===== src/rtl/xnor_cmp_arbiter.sv =====
// Round-robin arbiter sharing one 1-bit XNOR stage between two requesters.
// Each grant compares the winner's captured operands bit-serially over W cycles.
module xnor_cmp_arbiter #(
  parameter int unsigned W = 8
) (
  input  logic         clk,
  input  logic         areset,
  input  logic         req0,
  input  logic [W-1:0] a0,
  input  logic [W-1:0] b0,
  input  logic         req1,
  input  logic [W-1:0] a1,
  input  logic [W-1:0] b1,
  output logic         gnt0,
  output logic         gnt1,
  output logic         busy,
  output logic         done,
  output logic         done_id,
  output logic         eq,
  output logic         xnor_bit
);

  localparam int unsigned     CntW    = (W > 1) ? $clog2(W) : 1;
  localparam logic [CntW-1:0] CntLast = CntW'(W - 1);

  localparam logic [1:0] StIdle = 2'd0;
  localparam logic [1:0] StRun  = 2'd1;
  localparam logic [1:0] StDone = 2'd2;

  logic [1:0]      state_q, state_d;
  logic [W-1:0]    sa_q, sa_d;
  logic [W-1:0]    sb_q, sb_d;
  logic [CntW-1:0] cnt_q, cnt_d;
  logic            acc_q, acc_d;
  logic            last_id_q, last_id_d;
  logic            gnt0_q, gnt0_d;
  logic            gnt1_q, gnt1_d;
  logic            done_q, done_d;
  logic            done_id_q, done_id_d;
  logic            eq_q, eq_d;

  logic bit_xnor;
  logic win_id;

  // The one shared comparison stage.
  assign bit_xnor = ~(sa_q[0] ^ sb_q[0]);

  // On a tie the requester that did not win last time goes next.
  assign win_id = (req0 & req1) ? ~last_id_q : req1;

  always_comb begin
    state_d   = state_q;
    sa_d      = sa_q;
    sb_d      = sb_q;
    cnt_d     = cnt_q;
    acc_d     = acc_q;
    last_id_d = last_id_q;
    gnt0_d    = gnt0_q;
    gnt1_d    = gnt1_q;
    done_d    = done_q;
    done_id_d = done_id_q;
    eq_d      = eq_q;
    case (state_q)
      StIdle: begin
        if (req0 | req1) begin
          state_d   = StRun;
          sa_d      = win_id ? a1 : a0;
          sb_d      = win_id ? b1 : b0;
          cnt_d     = '0;
          acc_d     = 1'b1;
          gnt0_d    = ~win_id;
          gnt1_d    = win_id;
          done_id_d = win_id;
          last_id_d = win_id;
        end
      end
      StRun: begin
        acc_d = acc_q & bit_xnor;
        sa_d  = sa_q >> 1;
        sb_d  = sb_q >> 1;
        cnt_d = cnt_q + CntW'(1);
        // No early exit: every operation takes exactly W serial steps.
        if (cnt_q == CntLast) begin
          state_d = StDone;
          eq_d    = acc_q & bit_xnor;
          done_d  = 1'b1;
        end
      end
      StDone: begin
        state_d = StIdle;
        gnt0_d  = 1'b0;
        gnt1_d  = 1'b0;
        done_d  = 1'b0;
      end
      default: begin
        state_d = StIdle;
        gnt0_d  = 1'b0;
        gnt1_d  = 1'b0;
        done_d  = 1'b0;
      end
    endcase
  end

  always_ff @(posedge clk or posedge areset) begin
    if (areset) begin
      state_q   <= StIdle;
      sa_q      <= '0;
      sb_q      <= '0;
      cnt_q     <= '0;
      acc_q     <= 1'b1;
      last_id_q <= 1'b1;
      gnt0_q    <= 1'b0;
      gnt1_q    <= 1'b0;
      done_q    <= 1'b0;
      done_id_q <= 1'b0;
      eq_q      <= 1'b0;
    end else begin
      state_q   <= state_d;
      sa_q      <= sa_d;
      sb_q      <= sb_d;
      cnt_q     <= cnt_d;
      acc_q     <= acc_d;
      last_id_q <= last_id_d;
      gnt0_q    <= gnt0_d;
      gnt1_q    <= gnt1_d;
      done_q    <= done_d;
      done_id_q <= done_id_d;
      eq_q      <= eq_d;
    end
  end

  assign gnt0     = gnt0_q;
  assign gnt1     = gnt1_q;
  assign done     = done_q;
  assign done_id  = done_id_q;
  assign eq       = eq_q;
  assign busy     = (state_q == StRun) | (state_q == StDone);
  assign xnor_bit = (state_q == StRun) & bit_xnor;

endmodule


===== config.mk =====
export PLATFORM = sky130hd
export DESIGN_NAME = xnor_cmp_arbiter
export DESIGN_NICKNAME = d
export VERILOG_FILES = /design/src/rtl/xnor_cmp_arbiter.sv
export SDC_FILE = /design/constraint.sdc
export NUM_CORES = 1
export LEC_CHECK = 0
export ABC_AREA = 1
export ABC_CLOCK_PERIOD_IN_PS = 2100
export CORE_MARGIN = 4
export CORE_UTILIZATION = 51
export CTS_CLUSTER_SIZE = 24
export DETAILED_ROUTE_END_ITERATION = 8
export PLACE_DENSITY = 0.84
export SYNTH_ARGS = -nofsm -noshare
export SYNTH_HDL_FRONTEND = slang
export SYNTH_SLANG_ARGS = --single-unit

===== constraint.sdc =====
create_clock -name clk -period 2.1 [get_ports clk]
set_input_delay 0.315 -clock clk [delete_from_list [all_inputs] [get_ports clk]]
set_output_delay 0.315 -clock clk [all_outputs]
set_load 0.1 [all_outputs]

== Yosys cells after proc, flatten, opt, wreduce, memory -nomap -nowiden ==
Cells that the tools add are included.

* Register bits: 28
* Bits of input ports: 36
* Output and inout port bits: 7
* Word-level logic and storage cells: 56

* $add $sub $neg: 1
* Equality and inequality tests: 5
* Muxes and demuxes: 20
* Bitwise logic cells: 11
* Reduce and logical (&&, ||, !) cells: 8

{| class="wikitable"
|+ Operator list
! cell !! count
|-
| two-way mux 8 bit || 4
|-
| case mux 8 bit (2 select lines) || 2
|-
| AND reduction 2 bit || 6
|-
| case mux 1 bit (2 select lines) || 4
|-
| case mux 3 bit (2 select lines) || 1
|-
| two-way mux 1 bit || 5
|-
| inverter 1 bit || 5
|-
| two-way mux 2 bit || 2
|-
| != test 2 bit, second input constant || 2
|-
| case mux 2 bit (2 select lines) || 1
|-
| adder 3 x 1 -> 3 bit, second input constant || 1
|-
| AND 1 bit || 3
|-
| == test 3 bit, second input constant || 1
|-
| two-way mux 3 bit || 1
|-
| == test 2 x 1 -> 1 bit, second input constant || 1
|-
| == test 2 bit, second input constant || 1
|-
| zero test 2 bit || 1
|-
| bitwise OR 1 bit || 2
|-
| nonzero test 2 bit || 1
|-
| bitwise XOR 1 bit || 1
|}

== Depth between registers and ports, before layout ==
* Word-level depth: 5
* Depth in mapped cells: 8
* Mapped depth without buffers: 8

== Least setup slack after synthesis ==
OpenSTA, ideal clock, no wires.

* Path kind: flip-flop to output port
* Start point: register state_q[1]
* End point: output xnor_bit
* Arrival time: 2202 ps
* Required time: 1785 ps
* Setup slack: -417 ps
* Stages on the path, launching flop included: 6
* Buffers on the path: 1
* Cell sequence: dfrtp_1 -> inv_1 -> ha_1 -> buf_2 -> inv_1 -> nor2_1

* Longest elaborated chain between the ends: 2

{| class="wikitable"
|+ RTL lines
! what !! RTL line !! text
|-
| start: declaration || 30 || <nowiki>logic [1:0] state_q, state_d;</nowiki>
|-
| start signal: assignment || 106 || <nowiki>state_q <= StIdle;</nowiki>
|-
| start signal: assignment || 118 || <nowiki>state_q <= state_d;</nowiki>
|-
| == test 2 x 1 -> 1 bit || 138 || <nowiki>assign xnor_bit = (state_q == StRun) & bit_xnor;</nowiki>
|-
| AND 1 bit || 138 ||
|-
| end: declaration || 20 || <nowiki>output logic xnor_bit</nowiki>
|}

Every way passes these cells.

== Worst setup path in the final report ==
Same ends and word-level chain as after synthesis.

==> out/results.ini <==
[outcome]
outcome = finished, final reports clean

[finish]
multiInputGateArea_sq_um = 745.7
drive_gt1_share_pct = 10.84
syn_to_final_growth_pct = 32.90
regArea_sq_um = 703.2
nFillCells = 235
final_nets = 290
num_antenna_cells = 0
stdcell_count = 280

[route]
route.met3.wl_um = 206
vias_per_cell = 5.454
wl_met2_um = 1828
drt_iter0_drc = 96
dr_total_vias = 1527
dr.max_layer_used = met4
routedWlPerCell_um = 12.95
dr.pass1.iters = 4
drt-total-wl_um = 3625
wl_met1_um = 1568
ant_nets = 0
drc = 0

[die]
core_area_sq_um = 2829
rows = 19
die_x_um = 63.16
dieArea_sq_um = 3989
die_h_um = 63.16
start_util_pct = 54.84
io_pins = 43

[clock_network]
cts_root_buf = clkbuf_4
post_cts_buffers = 0
cts_tree = yes
path_clk_slew_ns = 0.16
cts_buffer_depth = 2
cts_sinks = 28
htree_levels = 1
numCtsBuffers = 3
cts_hold_buf = 0
clk_latency_ns = 0.33

[critical_path]
worstRegToRegCells = 6
crit_type = register to primary output
cp_common_cell = inv_1
slowest_stage = dfrtp_1
crit_arrival_ns = 1.62
cp.required_ns = 1.78
slowest_delay_ns = 0.42
end_kind = primary output
crit_buf_inv = 3
cp_max_fo = 8
crit_cells = 5
worstPathCellList = inv_1, ha_2, inv_1, nor2_2, buf_12
crit_path_start_kind = register
crit_family = flip-flops

[yosys]
synth_area_sq_um = 1551
synth_nets = 247
avgSynthCellArea_sq_um = 7.495
netlist-cell-type-count = 19
yosys_warnings = 0
ys_seq_area_share_pct = 45.32
ys_ff_latch = 28
syn_inst = 207

[pwr]
p_per_area_nw_per_um2 = 1480
fin_total_pwr_uw = 3052
peakVddDrop_uv = 579.3
power.leakage_uw = 0.001058

[job]
maxCapViolCount = 0

[place]
gp_congestion = 0.7916
io_buffers = 42
dp_cells = 276
dpl.hpwl_um = 2700

[min_path]
hold_class = input pin to async pin

[timing]
clock_skew_ns = 0.004958
hold_ws_ns = 0.3309
report.final.hold_viol_count = 0
tightestPinTransition_ns = 0.6265
setup_viol = 0
fmax_mhz = 516.9
layout_min_cycle_time_ns = 1.935
period_share_pct = 92.13
rsz0062_at_grt = no
relSlewSlack_pct = 58.10
final_max_slew_viol_count = 0
finalSetupTns_ns = 0

[global_route]
grt_pass1_vias = 1523
antenna_found_initial = 0
grt_pass1_wl_um = 6506
grt_max_degree = 29
gr-total-overflow = 0
grtUsageTotal_pct = 19.61

-- stage by stage --
step / util (%) / instance area [sq um] / worst slack (ns)
finish: 72.89 / 2062 / 0.1652
detailed placement: 70.94 / 2007 / 0.3344
global placement: 70.94 / 2007 / 0.3775
CTS: 72.80 / 2059 / 0.04827
floorplan: - / 1554 / 0.03839
global route: 72.89 / 2062 / 0.06352
-- layout by cell type, fill, tap and decap left out --
master and n:
inv_1 12, nand2_1 76, nand3_1 60, nor3_4 1, nand2_2 2, clkbuf_4 3, buf_4 11, o21ai_0 5
ha_1 3, dfstp_2 2, nor2_1 1, xor2_1 1, a21oi_1 2, ha_2 1, o21ai_2 1, bufinv_16 1
clkdlybuf4s50_1 35, buf_12 2, mux2i_1 1, dfrtp_1 26, nor2_2 2, inv_2 1
-- worst min-delay path, stage by stage --
cell and delay, ns:
clkdlybuf4s50_1 0.40, inv_1 0.05, buf_4 0.32
-- final timing paths --
path                                   startpoint                    end  slack, ns
max                        state_q[1]$_DFFE_PP0P_               xnor_bit       0.17
min                                        areset         eq$_DFFE_PP0P_       0.33
max reg2reg                state_q[1]$_DFFE_PP0P_    sb_q[7]$_DFFE_PP0P_       0.36
max in group asynchronous                  areset  last_id_q$_DFFE_PP1P_       1.46
min reg2reg                     acc_q$_DFFE_PP1P_      acc_q$_DFFE_PP1P_       0.48
min in group clk                acc_q$_DFFE_PP1P_      acc_q$_DFFE_PP1P_       0.48
-- cells in the mapped netlist (all sizes together) --
| cell | count | share of area [%] |
|---|---|---|
| o21ai | 6 | 2.2 |
| nand3 | 60 | 19 |
| nor2 | 3 | 0.89 |
| inv | 13 | 3.1 |
| buf | 10 | 3.8 |
| a21oi | 2 | 0.65 |
| dfrtp | 26 | 42 |
| xor2 | 1 | 0.56 |
| nor3 | 1 | 1.0 |
| dfstp | 2 | 3.4 |
| nand2 | 78 | 19 |
| mux2i | 1 | 0.65 |
| ha | 4 | 3.2 |
-- area by class of cell --
cell class                 instances  area share, %
tap                               31          1.881
clock buffer                       3          1.092
inverter                          13          2.367
timing repair buffer              48          22.94
multi-input combinational        156          36.16
clock inverter                     1          1.456
sequential                        28          34.10
-- logic make-up after synthesis --
logic type / after synthesis / synth area share [%]
AO/OA/AOI/OAI: 8 / 2.822
XOR/XNOR: 1 / 0.5646
adder cells (fa/ha/maj): 4 / 3.226
buffers and inverters: 23 / 6.935
flip-flops: 28 / 45.32
multiplexers: 1 / 0.6452
AND/OR/NAND/NOR: 142 / 40.48
-- where the power goes --
| part | switching, uW | internal (uW) | leakage, uW |
|---|---|---|---|
| Sequential | 132 | 791 | 0.000352 |
| Combinational | 1180 | 590 | 0.000678 |
| Clock | 163 | 193 | 0.0000279 |
-- state kept, by name, indices dropped and copies added (netlist names) --
name and count:
sa_q 8, cnt_q 3, acc_q 1, done 1
done_id 1, state_q 2, eq 1, gnt1 1
gnt0 1, sb_q 8, last_id_q 1
-- per-layer routing --
layer  GRT usage [%]  vias up
li1                -      760
met1           23.64      717
met2           35.84       46
met3           3.020        4
met4           5.510        0
met5               0        -
-- timing repair --
action                                  in CTS  in global routing
gates resized for setup                      0                  1
endpoints found under the hold margin        0                  0
endpoints found under the setup margin       0                  1
No activity file was read; power rests on OpenSTA's default activity.
